===== config.mk =====
export PLATFORM = sky130hd
export DESIGN_NAME = lcd8080_target
export DESIGN_NICKNAME = d
export VERILOG_FILES = /design/src/rtl/lcd8080_pkg.sv /design/src/rtl/lcd8080_sync.sv /design/src/rtl/lcd8080_target.sv
export SDC_FILE = /design/constraint.sdc
export NUM_CORES = 1
export LEC_CHECK = 0
export CORE_MARGIN = 3
export CORE_UTILIZATION = 35
export DETAILED_ROUTE_END_ITERATION = 7
export GPL_TIMING_DRIVEN = 0
export PLACE_DENSITY_LB_ADDON = 0.25
export SYNTH_ARGS = -nofsm -noshare
export SYNTH_HDL_FRONTEND = slang
export SYNTH_SLANG_ARGS = --single-unit
export TNS_END_PERCENT = 30

===== constraint.sdc =====
create_clock -name clock -period 5.4 [get_ports clock]
set_clock_uncertainty 0.05 [all_clocks]
set_input_delay 1.08 -clock clock [delete_from_list [all_inputs] [get_ports clock]]
set_output_delay 1.08 -clock clock [all_outputs]
set_load 0.02 [all_outputs]

===== src/rtl/lcd8080_pkg.sv =====
// Shared definitions for the 8080-style LCD bus target and driver.
// Command codes, controller states and small helpers.
package lcd8080_pkg;

    localparam logic [7:0] CMD_NOP     = 8'h00;
    localparam logic [7:0] CMD_SWRESET = 8'h01;
    localparam logic [7:0] CMD_RDDID   = 8'h04;
    localparam logic [7:0] CMD_CASET   = 8'h2A;
    localparam logic [7:0] CMD_PASET   = 8'h2B;
    localparam logic [7:0] CMD_RAMWR   = 8'h2C;

    typedef enum logic [2:0] {
        ST_IDLE,
        ST_CASET,
        ST_PASET,
        ST_RAMWR,
        ST_RDDID
    } state_t;

    function automatic logic [15:0] clip16(
        input logic [15:0] v,
        input logic [15:0] lim
    );
        return (v > lim) ? lim : v;
    endfunction

endpackage


===== src/rtl/lcd8080_sync.sv =====
// Two-flop synchroniser with an extra history flop for edge pulses.
// Reset loads INIT so an idle bus produces no spurious edges.
module lcd8080_sync #(
    parameter int             W    = 1,
    parameter logic [W-1:0]   INIT = '0
) (
    input  logic         clock,
    input  logic         reset,
    input  logic [W-1:0] d,
    output logic [W-1:0] q,
    output logic [W-1:0] rise,
    output logic [W-1:0] fall
);

    logic [W-1:0] s1;
    logic [W-1:0] s2;
    logic [W-1:0] s3;

    always_ff @(posedge clock or negedge reset) begin
        if (!reset) begin
            s1 <= INIT;
            s2 <= INIT;
            s3 <= INIT;
        end else begin
            s1 <= d;
            s2 <= s1;
            s3 <= s2;
        end
    end

    assign q    = s2;
    assign rise = s2 & ~s3;
    assign fall = ~s2 & s3;

endmodule


===== src/rtl/lcd8080_target.sv =====
// Responder for the 8080 LCD bus: ILI9341 command subset, window
// decoding, framebuffer pixel writes and RDDID read-back.
module lcd8080_target
    import lcd8080_pkg::*;
#(
    parameter int         WIDTH  = 240,
    parameter int         HEIGHT = 320,
    parameter int         ADDR_W = 17,
    parameter logic [7:0] ID1    = 8'h00,
    parameter logic [7:0] ID2    = 8'h93,
    parameter logic [7:0] ID3    = 8'h41
) (
    input  logic              clock,
    input  logic              reset,
    input  logic              csx,
    input  logic              dcx,
    input  logic              wrx,
    input  logic              rdx,
    input  logic [7:0]        data_in,
    output logic [7:0]        data_out,
    output logic              data_oe,
    output logic              pix_we,
    output logic [ADDR_W-1:0] pix_adr,
    output logic [15:0]       pix_data,
    output logic              cmd_valid,
    output logic [7:0]        cmd_code
);

    localparam logic [15:0] COL_MAX = 16'(WIDTH - 1);
    localparam logic [15:0] ROW_MAX = 16'(HEIGHT - 1);

    logic       csx_q, csx_rise, csx_fall;
    logic       dcx_q, dcx_rise, dcx_fall;
    logic       wrx_q, wrx_rise, wrx_fall;
    logic       rdx_q, rdx_rise, rdx_fall;
    logic [7:0] data_q, data_rise, data_fall;

    lcd8080_sync #(.W(1), .INIT(1'b1)) u_csx (
        .clock(clock), .reset(reset), .d(csx),
        .q(csx_q), .rise(csx_rise), .fall(csx_fall)
    );
    lcd8080_sync #(.W(1), .INIT(1'b0)) u_dcx (
        .clock(clock), .reset(reset), .d(dcx),
        .q(dcx_q), .rise(dcx_rise), .fall(dcx_fall)
    );
    lcd8080_sync #(.W(1), .INIT(1'b1)) u_wrx (
        .clock(clock), .reset(reset), .d(wrx),
        .q(wrx_q), .rise(wrx_rise), .fall(wrx_fall)
    );
    lcd8080_sync #(.W(1), .INIT(1'b1)) u_rdx (
        .clock(clock), .reset(reset), .d(rdx),
        .q(rdx_q), .rise(rdx_rise), .fall(rdx_fall)
    );
    lcd8080_sync #(.W(8), .INIT(8'h00)) u_data (
        .clock(clock), .reset(reset), .d(data_in),
        .q(data_q), .rise(data_rise), .fall(data_fall)
    );

    logic unused_edges;
    assign unused_edges = ^{csx_fall, dcx_rise, dcx_fall, wrx_fall,
                            rdx_q, data_rise, data_fall};

    logic wr_ev, cmd_ev, par_ev, rd_ev;
    assign wr_ev  = wrx_rise & ~csx_q;
    assign cmd_ev = wr_ev & ~dcx_q;
    assign par_ev = wr_ev & dcx_q;
    // A read overlapping a write strobe is a protocol error: no drive.
    assign rd_ev  = rdx_fall & ~csx_q & wrx_q;

    state_t      state, state_n;
    logic [2:0]  pcnt;
    logic [7:0]  p_hi;
    logic [15:0] sc, ec, sr, er;
    logic [15:0] col, row;
    logic [7:0]  hi;
    logic        have_hi;
    logic [2:0]  rd_idx;
    logic [7:0]  rd_byte;
    logic        win_ok;
    logic [ADDR_W-1:0] adr;

    assign win_ok = (sc <= ec) && (sr <= er);
    assign adr    = ADDR_W'(row) * ADDR_W'(WIDTH) + ADDR_W'(col);

    always_comb begin
        state_n = state;
        if (cmd_ev) begin
            unique case (1'b1)
                (data_q == CMD_CASET): state_n = ST_CASET;
                (data_q == CMD_PASET): state_n = ST_PASET;
                (data_q == CMD_RAMWR): state_n = ST_RAMWR;
                (data_q == CMD_RDDID): state_n = ST_RDDID;
                (data_q == CMD_NOP):   state_n = ST_IDLE;
                default:               state_n = ST_IDLE;
            endcase
        end
    end

    always_ff @(posedge clock or negedge reset) begin
        if (!reset) state <= ST_IDLE;
        else        state <= state_n;
    end

    always_ff @(posedge clock or negedge reset) begin
        if (!reset) begin
            cmd_code  <= '0;
            cmd_valid <= 1'b0;
            pcnt      <= '0;
            p_hi      <= '0;
            sc        <= '0;
            ec        <= COL_MAX;
            sr        <= '0;
            er        <= ROW_MAX;
            col       <= '0;
            row       <= '0;
            hi        <= '0;
            have_hi   <= 1'b0;
            pix_we    <= 1'b0;
            pix_adr   <= '0;
            pix_data  <= '0;
        end else begin
            cmd_valid <= 1'b0;
            pix_we    <= 1'b0;
            if (cmd_ev) begin
                cmd_code  <= data_q;
                cmd_valid <= 1'b1;
                pcnt      <= '0;
                have_hi   <= 1'b0;
                if (data_q == CMD_SWRESET) begin
                    sc <= '0;
                    ec <= COL_MAX;
                    sr <= '0;
                    er <= ROW_MAX;
                end
                if (data_q == CMD_RAMWR) begin
                    col <= sc;
                    row <= sr;
                end
            end else if (par_ev) begin
                if (pcnt != 3'd4) pcnt <= pcnt + 3'd1;
                unique case (state)
                    ST_CASET, ST_PASET: begin
                        unique case (pcnt)
                            3'd0, 3'd2: p_hi <= data_q;
                            3'd1: begin
                                if (state == ST_CASET) sc <= {p_hi, data_q};
                                else                   sr <= {p_hi, data_q};
                            end
                            3'd3: begin
                                if (state == ST_CASET)
                                    ec <= clip16({p_hi, data_q}, COL_MAX);
                                else
                                    er <= clip16({p_hi, data_q}, ROW_MAX);
                            end
                            default: ;
                        endcase
                    end
                    ST_RAMWR: begin
                        if (!have_hi) begin
                            hi      <= data_q;
                            have_hi <= 1'b1;
                        end else begin
                            have_hi <= 1'b0;
                            // Inverted windows swallow pixels silently.
                            if (win_ok) begin
                                pix_we   <= 1'b1;
                                pix_data <= {hi, data_q};
                                pix_adr  <= adr;
                                if (col >= ec) begin
                                    col <= sc;
                                    row <= (row >= er) ? sr : row + 16'd1;
                                end else begin
                                    col <= col + 16'd1;
                                end
                            end
                        end
                    end
                    default: ;
                endcase
            end
        end
    end

    always_comb begin
        rd_byte = 8'h00;
        if (state == ST_RDDID) begin
            unique case (rd_idx)
                3'd1:    rd_byte = ID1;
                3'd2:    rd_byte = ID2;
                3'd3:    rd_byte = ID3;
                default: rd_byte = 8'h00;
            endcase
        end
    end

    always_ff @(posedge clock or negedge reset) begin
        if (!reset) begin
            data_out <= '0;
            data_oe  <= 1'b0;
            rd_idx   <= '0;
        end else begin
            if (rd_ev) begin
                data_oe  <= 1'b1;
                data_out <= rd_byte;
            end else if (rdx_rise || csx_rise) begin
                data_oe <= 1'b0;
            end
            if (cmd_ev && data_q == CMD_RDDID)
                rd_idx <= '0;
            else if (rdx_rise && !csx_q && rd_idx != 3'd4)
                rd_idx <= rd_idx + 3'd1;
        end
    end

endmodule


## Yosys cells after proc, flatten, opt, wreduce, memory -nomap -nowiden

Index checks and enable logic that the tools add are counted.

| operators by class | value |
|---|---|
| $add $sub $neg | 5 |
| $mul | 1 |
| $lt $le $gt $ge | 6 |
| eq/ne operators | 19 |
| muxes and demuxes | 60 |
| bitwise gates (word level) | 17 |
| reductions and logical operators | 32 |

Operator list:

| cell | number |
|---|---|
| $mux W16 | 40 |
| $add A16 B1 Y16 const B | 2 |
| $ge A16 B16 Y1 | 2 |
| $le A16 B16 Y1 | 2 |
| $reduce_and A5 Y1 | 6 |
| $eq A8 B6 Y1 const B | 3 |
| $reduce_bool A2 Y1 | 12 |
| $eq A3 B2 Y1 const B | 6 |
| $add A17 B16 Y17 | 1 |
| $gt A16 B8 Y1 const B | 1 |
| $gt A16 B9 Y1 const B | 1 |
| $mul A16 B4 Y13 const B | 1 |
| $pmux W8 S2 | 1 |
| $mux W3 | 5 |
| $mux W1 | 12 |
| $pmux W3 S4 | 1 |
| $and A1 B1 Y1 | 9 |
| $eq A8 B1 Y1 const B | 1 |
| $eq A8 B3 Y1 const B | 1 |
| $mux W8 | 1 |
| $not A1 Y1 | 8 |
| $reduce_and A4 Y1 | 2 |
| $add A3 B1 Y3 const B | 2 |
| $eq A3 B1 Y1 const B | 2 |
| 11 further kinds | 18 |

| storage, ports and cells | value |
|---|---|
| register bits after elaboration | 201 |
| input port bits | 14 |
| output and inout port bits | 52 |
| word-level logic and storage cells | 172 |

## Longest topological paths before layout

Gate-level depths: netlist of the first run.

| logic depth | value |
|---|---|
| depth in word-level cells | 8 |
| depth in mapped cells | 18 |
| mapped depth without buffers | 18 |

## Cells and area by module

A second synthesis of the first run with hierarchy kept.

| second synthesis, totals | value |
|---|---|
| cell total of the unflattened synthesis | 1187 |
| area, all modules | 11427.2 µm² |

By module, submodules not included:

| module | instances | cells each | area an instance (µm²) | sequential area each (µm²) |
|---|---|---|---|---|
| lcd8080_target | 1 | 1127 | 10314.9 | 4246.6 |
| lcd8080_sync (u_data) | 1 | 40 | 740.7 | 600.6 |
| lcd8080_sync (u_csx ...) | 3 | 5 | 93.8 | 78.8 |
| lcd8080_sync (u_dcx) | 1 | 5 | 90.1 | 75.1 |

## Worst setup path after synthesis of the first run

OpenSTA, ideal clock, no wires.

| timing | value |
|---|---|
| path kind | register to register |
| start | reg row[4] |
| end | reg pix_adr[15] |
| setup time | 125 ps |
| arrival | 4243 ps |
| required time | 5225 ps |
| slack | 982 ps |
| stages on the path, launching flop included | 18 |
| buffers on the path | 0 |
| period minus slack after synthesis | 4418 ps |
| path through | dfrtp_1 -> inv_1 -> fa_1 -> fa_1 -> inv_1 -> ha_1 -> and3_1 -> a221o_1 -> nor2_1 -> xnor2_1 -> ha_1 -> and2_1 -> a31o_2 -> a311oi_1 -> o21bai_1 -> a21oi_1 -> xnor2_1 -> mux2_2 |

| on the way | value |
|---|---|
| word-level cells in the longest chain between the ends | 2 |

RTL lines:

| element | RTL line | text |
|---|---|---|
| from (decl) | lcd8080_target.sv:74 | `logic [15:0] col, row;` |
| from (signal assigned) | lcd8080_target.sv:137 | `row <= sr;` |
| from (signal assigned) | lcd8080_target.sv:171 | `row <= (row >= er) ? sr : row + 16'd1;` |
| $mul A16 B4 Y13 | lcd8080_target.sv:83 | `assign adr = ADDR_W'(row) * ADDR_W'(WIDTH) + ADDR_W'(col);` |
| $add A17 B16 Y17 | lcd8080_target.sv:83 |  |
| to (signal assigned) | lcd8080_target.sv:168 | `pix_adr <= adr;` |
| to (decl) | lcd8080_target.sv:23 | `output logic [ADDR_W-1:0] pix_adr,` |

Every way passes these cells.
A chain may end at the register's enable or synchronous reset.

## Worst setup path in the final report of the first run

| timing | value |
|---|---|
| start | reg row[2] |
| end | reg pix_adr[15] |

The elaborated chain is that of the path after synthesis.

==> metrics, run 1 <==
max cap viols=0; Worst Tran Pin Value=1.08 ns; Synth Area in XOR/XNOR=1.84%; Max clock buf depth=2; H-tree depth=4; # resized after CTS=0; Slew Viols, Final=0; worst r2r src=row[2]$_DFFE_PN0P_; first-pass GRT wire length=roughly 47,000 um; post-synthesis sequential area ratio=approximately 43%; FF-to-FF End=pix_adr[15]$_DFFE_PN0P_; CP max stage cell=dfrtp_1; Netlist Area Pre-Place=11,400 sq um; WS Path Type=flip-flop to flip-flop; Clk Latency, worst-skew pair=0.44 ns; layout net count=1,293; Remaining DRCs=0; largest family of logic cells by synthesized area=adder cells; worst path bufs/invs=2; Final setup violation count=0; Post-Synth Adder-Cell Area=15.2%; Hold Path Class=flip-flop to flip-flop; RD Place Congestion=0.871; commonest non-fill, non-tap cell in the layout=dfrtp_1; Worst VDD drop=~250 uV; Top FF cell, synth=dfrtp_1; Synth Area per Inst=10.7 sq um; Crit path arrival time=5.11 ns; worst hold stages=0; placed cell count=1,568; total grt overflow=0; overall routing resource usage=roughly 17%; largest net degree at the start of global routing=121; vias per cell=5.15; final hold violations=0; Cell Count, Final, Fillers Out=1,600; dpl cell area=12,600 sq um; Fmax=0.206 GHz; clk slew on worst S/H paths=0.07 ns; DPL Wire Length=about 21,000 um; chip height=~190 um; setup bufs post-CTS=0; Die X=187 um; Slew headroom=27.5%; Setup crit end=pix_adr[15]$_DFFE_PN0P_; CTS buffer count=17; crit-path cells=inv_1 -> fa_1 -> fa_1 -> inv_1 -> ha_1 -> and3_1 -> a221o_1 -> nor2_1 -> xnor2_1 -> ha_1 -> and2_1 -> a31o_2 -> a311oi_1 -> o21bai_1 -> a21oi_1 -> xnor2_1 -> mux2_2; Post-synth EDFFs=0; count of cell types in the netlist=74; starting DRC count in detailed routing=431; mux contribution to synthesized area=9.41%; Antenna diodes=0; Critical Path Start=row[2]$_DFFE_PN0P_; RSZ-0062 raised after global routing=no; routed wire length=29,000 um; Yosys reg bits=196; CTS Sinks=196; Crit path largest cell delay=~0.54 ns; Mapped Cells=1,068; Leak=6.13 nW; most frequent cells in the layout=dfrtp_1 (173), ha_1 (107), inv_1 (91); antenna-violating nets left=0; Die ar.=34,800 sq um; antenna violations before repair=1; DR vias=just over 8,000; # port buffers=62; r2r worst-path depth=17; initial core utilization=35.8%; Area Overhead vs Synth=15.7%; crit end category=flip-flop; # IOs=66; R2R Setup Slk=between 0.5 and 0.6 ns; CTS Root Cell=clkbuf_16; FILL cells=3,144; Worst path depth=17; critical path's top delay family=adder cells; Simple-Gate Fraction of Synth Area=about 11%; Period Utilization, post-route=about nine tenths; drt first pass iters=5; share of layout cells above drive strength 1=about 14%; run status=finished clean; vias in the first global route=8,384; hold_buf cts=0; asr flop ratio synth=100%; Tot Pwr=3.82 mW; TritonCTS clock tree=done; Worst EP required=5.67 ns; TNS Setup=0 ns; Tmin final=4.84 ns; Critical Path Source Type=flip-flop; Power Density=289 nW/um^2; CP max FO=7; FP Rows=65; post-synthesis compound-gate area fraction=14.0%; WL per Instance=18.1 um; core area=between 30,000 and 40,000 sq um; design area=between 10,000 and 15,000 sq um; Synth warnings=0
-- stage by stage --
stage	hold WS [ns]	util, %	setup slack [ns]
global placement	0.282	39.5	-5.19
detailed placement	0.286	39.6	0.562
CTS	0.304	41.5	0.523
finish	0.300	41.5	0.556
global route	0.309	41.5	0.285
floorplan	0.281	-	0.982
-- flip-flops by register name, summed over array words and instances, names as in the netlist, 3 cells and up --
signal,flops
cmd_code,8
col,16
data_out,3
ec,16
er,16
hi,8
p_hi,8
pcnt,3
pix_adr,17
pix_data,16
rd_idx,3
row,16
sc,16
sr,16
state,3
u_data.q,8
u_data.s1,8
-- cell families after synthesis --
logic type | count (synthesis)
buffers and inverters | 135
AOI/OAI and AO/OA | 233
DFF | 196
muxes | 98
adders and majority gates | 127
other | 1
and+or+nand+nor | 254
xor gates and xnor gates | 24
-- synth_stat cells (23+ instances only) --
cell     number  area [sq um]
a21oi_1      44           220
dfrtp_1     173          4330
dfstp_2      23           604
ha_1        107          1340
inv_1        91           342
mux2_2       74           833
mux2i_1      23           230
nand2_1      58           218
nand3_1      24           120
nor2_1       59           221
nor2b_1      27           169
o21ai_0      50           250
xnor2_1      23           201
-- how the worst min path moves through the flow --
stage,start,to,slack [ns]
3_3_place_gp,u_data.s1[4]$_DFF_PN0_,u_data.q[4]$_DFF_PN0_,0.28
2_1_floorplan,u_data.s1[0]$_DFF_PN0_,u_data.q[0]$_DFF_PN0_,0.28
3_5_place_dp,u_data.s1[1]$_DFF_PN0_,u_data.q[1]$_DFF_PN0_,0.29
5_1_grt,u_data.s1[0]$_DFF_PN0_,u_data.q[0]$_DFF_PN0_,0.31
4_1_cts,u_data.s1[1]$_DFF_PN0_,u_data.q[1]$_DFF_PN0_,0.30
6_report,u_data.s1[1]$_DFF_PN0_,u_data.q[1]$_DFF_PN0_,0.30
-- final cells by class --
cell class / count / area, sq um / share of cell area (%)
clock inverter: 13 / 136 / 1.03
buffer: 42 / 208 / 1.57
inverter: 93 / 349 / 2.64
tap: 435 / 544 / 4.12
timing repair buffer: 63 / 653 / 4.94
multi-input combinational: 739 / 5940 / 45.0
sequential: 196 / 4930 / 37.3
clock buffer: 19 / 453 / 3.43
-- metal layers --
metal	routed length [um]	global-route usage (%)	vias to the layer above	part of all wire, %
li1	-	-	3978	-
met1	14300	24.4	4061	49
met5	0	0	-	0
met4	502	4.83	0	1.7
met2	13000	26.4	173	45
met3	1180	2.91	31	4.1
-- power by group --
part / internal (mW) / switching [mW]
Clock: 0.678 / 0.621
Combinational: 0.346 / 0.482
Sequential: 1.58 / 0.114
Total: 2.60 / 1.22
-- worst reg2reg max path, cell delays in order, from the launching register on --
cell and delay, ns:
dfrtp_1 0.54, inv_1 0.18, fa_1 0.52, fa_1 0.52
inv_1 0.04, ha_1 0.34, and3_1 0.20, a221o_1 0.34
nor2_1 0.12, xnor2_1 0.14, ha_1 0.31, and2_1 0.19
a31o_2 0.21, a311oi_1 0.39, o21bai_1 0.12, a21oi_1 0.19
xnor2_1 0.08, mux2_2 0.26
Power figures use the tool's default switching activity.
==> inputs of run 2 (changes only) <==
REMOVE_ABC_BUFFERS = 1   (was not set)
==> metrics, run 2 (same netlist as run 1, synthesis figures left out) <==
DPL Wire Length=19,600 um (was 21,500 um); share of layout cells above drive strength 1=13.7% (was 14.3%); Seq pwr share=44.3% (about the same); Remaining DRCs=0 (unchanged); DR top layer=met4 (unchanged); Worst EP required=5.71 ns (was 5.67 ns); Leak=6.02 nW (was 6.13 nW); initial core utilization=35.8% (unchanged); layout net count=1,254 (was 1,293); chip height=187 um (unchanged); Hold Path Origin=u_data.s1[5]$_DFF_PN0_ (was u_data.s1[1]$_DFF_PN0_); crit end category=flip-flop (unchanged); DR vias=8,103 (was 8,243); final setup margin=0.594 ns (was 0.556 ns); Worst Tran Pin Value=1.19 ns (was 1.08 ns); setup bufs post-CTS=0 (unchanged); drt first pass iters=5 (unchanged); Tmin final=4.81 ns (was 4.84 ns); design area=13,100 sq um (was 13,200 sq um); CP max FO=33 (was 7); # IOs=66 (unchanged); largest net degree at the start of global routing=108 (was 121); combinational power share=21.9% (was 21.7%); met2 WL=12,500 um (was 13,000 um); CTS Sinks=196 (unchanged); CTS buffer count=17 (unchanged); commonest non-fill, non-tap cell in the layout=dfrtp_1 (unchanged); Power Density=292 nW/um^2 (was 289 nW/um^2); most frequent cells in the layout=dfrtp_1 (173), ha_1 (107), inv_1 (91) (unchanged); CTS Root Cell=clkbuf_16 (unchanged); clk slew on worst S/H paths=0.08 ns (was 0.07 ns); overall routing resource usage=16.1% (was 17.0%); Antenna diodes=0 (unchanged); # resized after CTS=0 (unchanged); Cell Count, Final, Fillers Out=1,561 (was 1,600); Place WS=0.0929 ns (was 0.562 ns); CP max stage cell=a211oi_1 (was dfrtp_1); met3 WL=1250 um (was 1180 um); dpl cell area=12,500 sq um (was 12,600 sq um); Crit path largest cell delay=1.01 ns (was 0.54 ns); antenna violations before repair=0 (was 1); Largest Register=pix_adr (unchanged); crit-path cells=nor3b_2 -> nand2_4 -> inv_2 -> or4_1 -> nand2_2 -> a211oi_1 -> mux2i_1 (was inv_1 -> fa_1 -> fa_1 -> inv_1 -> ha_1 -> and3_1 -> a221o_1 -> nor2_1 -> xnor2_1 -> ha_1 -> and2_1 -> a31o_2 -> a311oi_1 -> o21bai_1 -> a21oi_1 -> xnor2_1 -> mux2_2); WL per Instance=17.6 um (was 18.1 um); internal power=2.57 mW (was 2.60 mW); run status=finished clean (unchanged); first-pass GRT wire length=45,300 um (was 47,200 um); TritonCTS clock tree=done (unchanged); Die ar.=34,800 sq um (unchanged); Clk Latency, worst-skew pair=0.45 ns (was 0.44 ns); max cap viols=0 (unchanged); placed cell count=1,529 (was 1,568); core area=31,900 sq um (unchanged); Tot Pwr=3.82 mW (about the same); H-tree depth=4 (unchanged); Die X=187 um (unchanged); final hold violations=0 (unchanged); vias in the first global route=8,219 (was 8,384); hold_buf cts=0 (unchanged); Critical Path Source Type=flip-flop (unchanged); RSZ-0062 raised after global routing=no (unchanged); Slew Viols, Final=0 (unchanged); Met1 Wirelength=13,300 um (was 14,300 um); Fmax=0.208 GHz (was 0.206 GHz); WS Path Type=flip-flop to flip-flop (unchanged); worst r2r src=u_wrx.q$_DFF_PN1_ (was row[2]$_DFFE_PN0P_); Slew headroom=20.3% (was 27.5%); Net Sw Power=1.24 mW (was 1.22 mW); vias per cell=5.19 (was 5.15); antenna-violating nets left=0 (unchanged); routed wire length=27,500 um (was 29,000 um); Area Overhead vs Synth=14.5% (was 15.7%); Crit path arrival time=5.12 ns (was 5.11 ns); starting DRC count in detailed routing=556 (was 431); # port buffers=62 (unchanged); Hold Path Class=flip-flop to flip-flop (unchanged); FILL cells=3,109 (was 3,144); RD Place Congestion=0.822 (was 0.871); total grt overflow=0 (unchanged); Max clock buf depth=2 (unchanged); Switching Share=32.6% (was 31.9%); clock share of power=33.8% (was 34.0%); TNS Setup=0 ns (unchanged); FP Rows=65 (unchanged); Period Utilization, post-route=89.0% (was 89.7%); number of flip-flops in the largest register=17 (unchanged); Worst VDD drop=194 uV (was 248 uV); Critical Path Start=u_wrx.q$_DFF_PN1_ (was row[2]$_DFFE_PN0P_); Final setup violation count=0 (unchanged)
==> run 2: cell types whose count changed in the layout (fill, tap and decap cells not counted), moves of 2 or more <==
| cell | change |
|---|---|
| inv_8 | -2 |
| buf_8 | +2 |
| inv_6 | +3 |
| clkinv_8 | +4 |
| clkinv_2 | -2 |
| clkbuf_1 | -22 |
| buf_2 | -13 |
| buf_4 | -5 |
| buf_6 | -2 |
==> run 2: power by group through the flow <==
| stage | Combinational [mW] | Clock, mW | Sequential (mW) |
|---|---|---|---|
| finish | 0.836 | 1.29 | 1.69 |
| global route | 0.948 | 1.39 | 1.70 |
| CTS | 0.843 | 1.33 | 1.69 |
| detailed placement | 0.838 | 0 | 1.72 |
| global placement | 0.794 | 0 | 1.72 |
| floorplan | 0.569 | 0 | 1.69 |
==> run 2: final cells by class <==
class	instances	area, sq um	area share [%]
clock inverters	14	156	1.20
clock buffers	18	439	3.36
flip-flops and latches	196	4930	37.7
repair buffers	66	711	5.43
multi-input cells	739	5950	45.5
well taps	435	544	4.16
inverters	93	349	2.67
==> run 2: metrics by stage <==
| step | util [%] | hold slack [ns] |
|---|---|---|
| after floorplan | - | 0.281 |
| after global placement | 38.9 | 0.282 |
| after detailed placement | 39.2 | 0.285 |
| after CTS | 41.0 | 0.303 |
| after global routing | 41.0 | 0.309 |
| final | 41.0 | 0.300 |
==> run 2: routing by layer <==
| metal | vias up | GRT usage [%] |
|---|---|---|
| met5 | - | 0 |
| met4 | 0 | 4.51 |
| met3 | 26 | 3.33 |
| met2 | 164 | 25.3 |
| met1 | 4001 | 22.7 |
| li1 | 3912 | - |
==> run 2: path summary, 6_finish.rpt <==
kind,end,slack (ns),depth (start not counted)
max in group asynchronous,er[15]$_DFFE_PN0P_,3.68,2
hold / removal,u_data.q[5]$_DFF_PN0_,0.30,0
setup reg to reg,row[1]$_DFFE_PN0P_,0.59,7
setup / recovery,row[1]$_DFFE_PN0P_,0.59,7
min in group asynchronous,pix_we$_DFF_PN0_,0.60,1
hold reg to reg,u_data.q[5]$_DFF_PN0_,0.30,0
==> run 2: critical path: cells and delay by family (launching register included) <==
| family | cells | cell delay (ns) |
|---|---|---|
| flip-flops | 1 | 0.56 |
| multiplexers | 1 | 0.26 |
| buffers and inverters | 1 | 0.55 |
| AND/OR/NAND/NOR | 4 | 2.26 |
| AO/OA/AOI/OAI | 1 | 1.01 |
==> patch: new RTL, flow settings as in run 2 <==
Encoding of `state_t`: now one-hot (5 bits for 5 states).
--- a/src/rtl/lcd8080_pkg.sv
+++ b/src/rtl/lcd8080_pkg.sv
@@ -10,10 +10,10 @@
     localparam logic [7:0] CMD_RAMWR   = 8'h2C;
 
-    typedef enum logic [2:0] {
-        ST_IDLE,
-        ST_CASET,
-        ST_PASET,
-        ST_RAMWR,
-        ST_RDDID
+    typedef enum logic [4:0] {
+        ST_IDLE  = 5'b00001,
+        ST_CASET = 5'b00010,
+        ST_PASET = 5'b00100,
+        ST_RAMWR = 5'b01000,
+        ST_RDDID = 5'b10000
     } state_t;
 
Formal check against the unedited RTL: no difference found for any inputs over 4 cycles, from zero or initial values and one cycle with reset low; so few cycles prove little.
==> patch against run 2 <==
  * Routed wire length decreased by 4.6%
  * Area after synthesis decreased by 0.97%
  * Global-route usage decreased by 0.24 points
  * Cell area decreased by 1.3%
  * Worst setup slack improved by 160 ps
  * Critical path depth increased by 10
  * Sequential share of layout area increased by 0.89 points
  * Total power decreased by 7.9%
  * Sequential cell count increased by 2
  * Final cell count decreased by 1.3%
  * Combinational power decreased by 29%
==> patch: results (changes against run 2) <==
Worst Hold Class -> flip-flop to flip-flop (unchanged)
Wire per inst -> 17.0 microns (was 17.6 microns)
Post-Synth Adder-Cell Area -> 0.153 (was 0.152)
HPWL after DPL -> 19000 microns (was 19600 microns)
Maximum vdd drop -> 215 uV (was 194 uV)
Yosys top cell area share -> 0.385 (was 0.379)
Post-synthesis mux area share -> 0.0896 (was 0.0941)
Num CTS Buffers -> 17 (unchanged)
R2R depth -> 17 (was 7)
Die Width -> 186 microns (was 187 microns)
CP Max Fanout -> 7 (was 33)
Mapped Cells -> 1079 (was 1068)
Main synth FF type -> dfrtp_1 (unchanged)
Overall Global Routing Usage -> 0.159 (was 0.161)
Layout fillers -> 3098 (was 3109)
Top reg by flops -> pix_adr (unchanged)
Vias per inst -> 5.18 (was 5.19)
Worst-Margin Slew -> 1350 ps (was 1190 ps)
Met3 Use GR -> 0.0326 (was 0.0333)
Async SR Flop Fraction -> 1.00 (unchanged)
Met2 Use GR -> 0.256 (was 0.253)
Top cells by area, synth -> dfrtp_1, ha_1, dfstp_2, mux2_2, fa_1 (was dfrtp_1, ha_1, mux2_2, dfstp_2, fa_1)
DR vias -> 7980 (was 8103)
Gpl congestion -> 0.846 (was 0.822)
Grt met1 use -> 0.226 (was 0.227)
Crit path arrival time -> 4920 ps (was 5120 ps)
Initial drt markers -> 423 (was 556)
Initial antenna violation count -> 0 (unchanged)
Critical R2R Launch -> row[0] (was u_wrx.q)
Commonest cells in the netlist -> dfrtp_1, ha_1, inv_1, nor2_1, o21ai_0 (was dfrtp_1, ha_1, inv_1, mux2_2, nor2_1)
Status -> finished clean (unchanged)
Worst reg2reg path endpoint -> pix_adr[16] (was row[1])
Final nets -> 1265 (was 1254)
First-pass GRT wire length -> 43200 microns (was 45300 microns)
Share of layout cells above drive strength 1 -> 0.104 (was 0.137)
Compound-Gate Fraction of Synth Area -> 0.125 (was 0.140)
Cells after DPL -> 1508 (was 1529)
Worst hold path endpoint -> u_data.q[2] (was u_data.q[5])
Postcts setup bufs -> 0 (unchanged)
Delay of the slowest cell on the worst path -> 600 ps (was 1010 ps)
Post-cts sizing count -> 0 (unchanged)
Post-Synth XOR/XNOR Area -> 0.0178 (was 0.0184)
Buffers on Ports -> 62 (unchanged)
Pre-CTS WS -> 562 ps (was 92.9 ps)
Post-Place Cell Area -> 0.0123 sq mm (was 0.0125 sq mm)
Pre-antenna DRT Iters -> 5 (unchanged)
Leakage dissipation -> 6.14 nW (was 6.02 nW)
Hold_sp -> u_data.s1[2] (was u_data.s1[5])
Reg-to-reg slack, setup -> 760 ps (was 590 ps)
Sequential share of the synthesized area -> 0.441 (was 0.432)
Clock buffer depth -> 2 (unchanged)
Pin count of the biggest net entering global routing -> 80 (was 108)
Crit path max-delay cell type -> fa_1 (was a211oi_1)
Netlist cell types -> 71 (was 74)
Minimum clock period -> 4640 ps (was 4810 ps)
[patch: how the worst max path moves through the flow]
| stage | from | end | cells after the start |
|---|---|---|---|
| floorplan | row[0] | pix_adr[16] | 16 |
| global placement | reset | row[12] | 1 |
| detailed placement | u_wrx.q | row[10] | 8 |
| CTS | u_wrx.q | row[10] | 8 |
| global route | row[0] | pix_adr[16] | 17 |
| finish | row[0] | pix_adr[16] | 17 |
[patch: layout make-up]
cell class	count	area (sq um)	share of cell area
Multi-Input combinational cell	755	5820	0.450
Sequential cell	198	4980	0.386
Inverter	88	330	0.0256
Clock inverter	14	158	0.0122
Tap cell	402	503	0.0389
Clock buffer	18	429	0.0332
Timing Repair Buffer	65	692	0.0536
[patch: stage by stage]
step	TNS (ps)	hold slack (ps)
after global placement	-1014120	282
after global routing	0	306
after CTS	0	302
after detailed placement	0	285
after floorplan	0	281
final	0	301
[patch: critical path: cells and delay by family (launching register included)]
| kind | cells | cell delay, ps |
|---|---|---|
| AO/OA/AOI/OAI | 6 | 1120 |
| XOR/XNOR | 2 | 330 |
| adder cells (fa/ha/maj) | 4 | 1770 |
| buffers and inverters | 2 | 120 |
| flip-flops | 1 | 490 |
| multiplexers | 1 | 290 |
| AND/OR/NAND/NOR | 2 | 360 |
[patch: per-layer routing]
| layer | vias to the layer above | routed length (microns) |
|---|---|---|
| met4 | 0 | 177 |
| li1 | 3916 | - |
| met2 | 137 | 12200 |
| met5 | - | 0 |
| met1 | 3914 | 12800 |
| met3 | 13 | 1030 |
[patch: where the power goes]
part / total [mW] / internal [mW] / switching [mW]
sequential: 1.65 / 1.58 / 0.0742
combinational: 0.596 / 0.243 / 0.353
clock: 1.26 / 0.621 / 0.642
total: 3.51 / 2.44 / 1.07
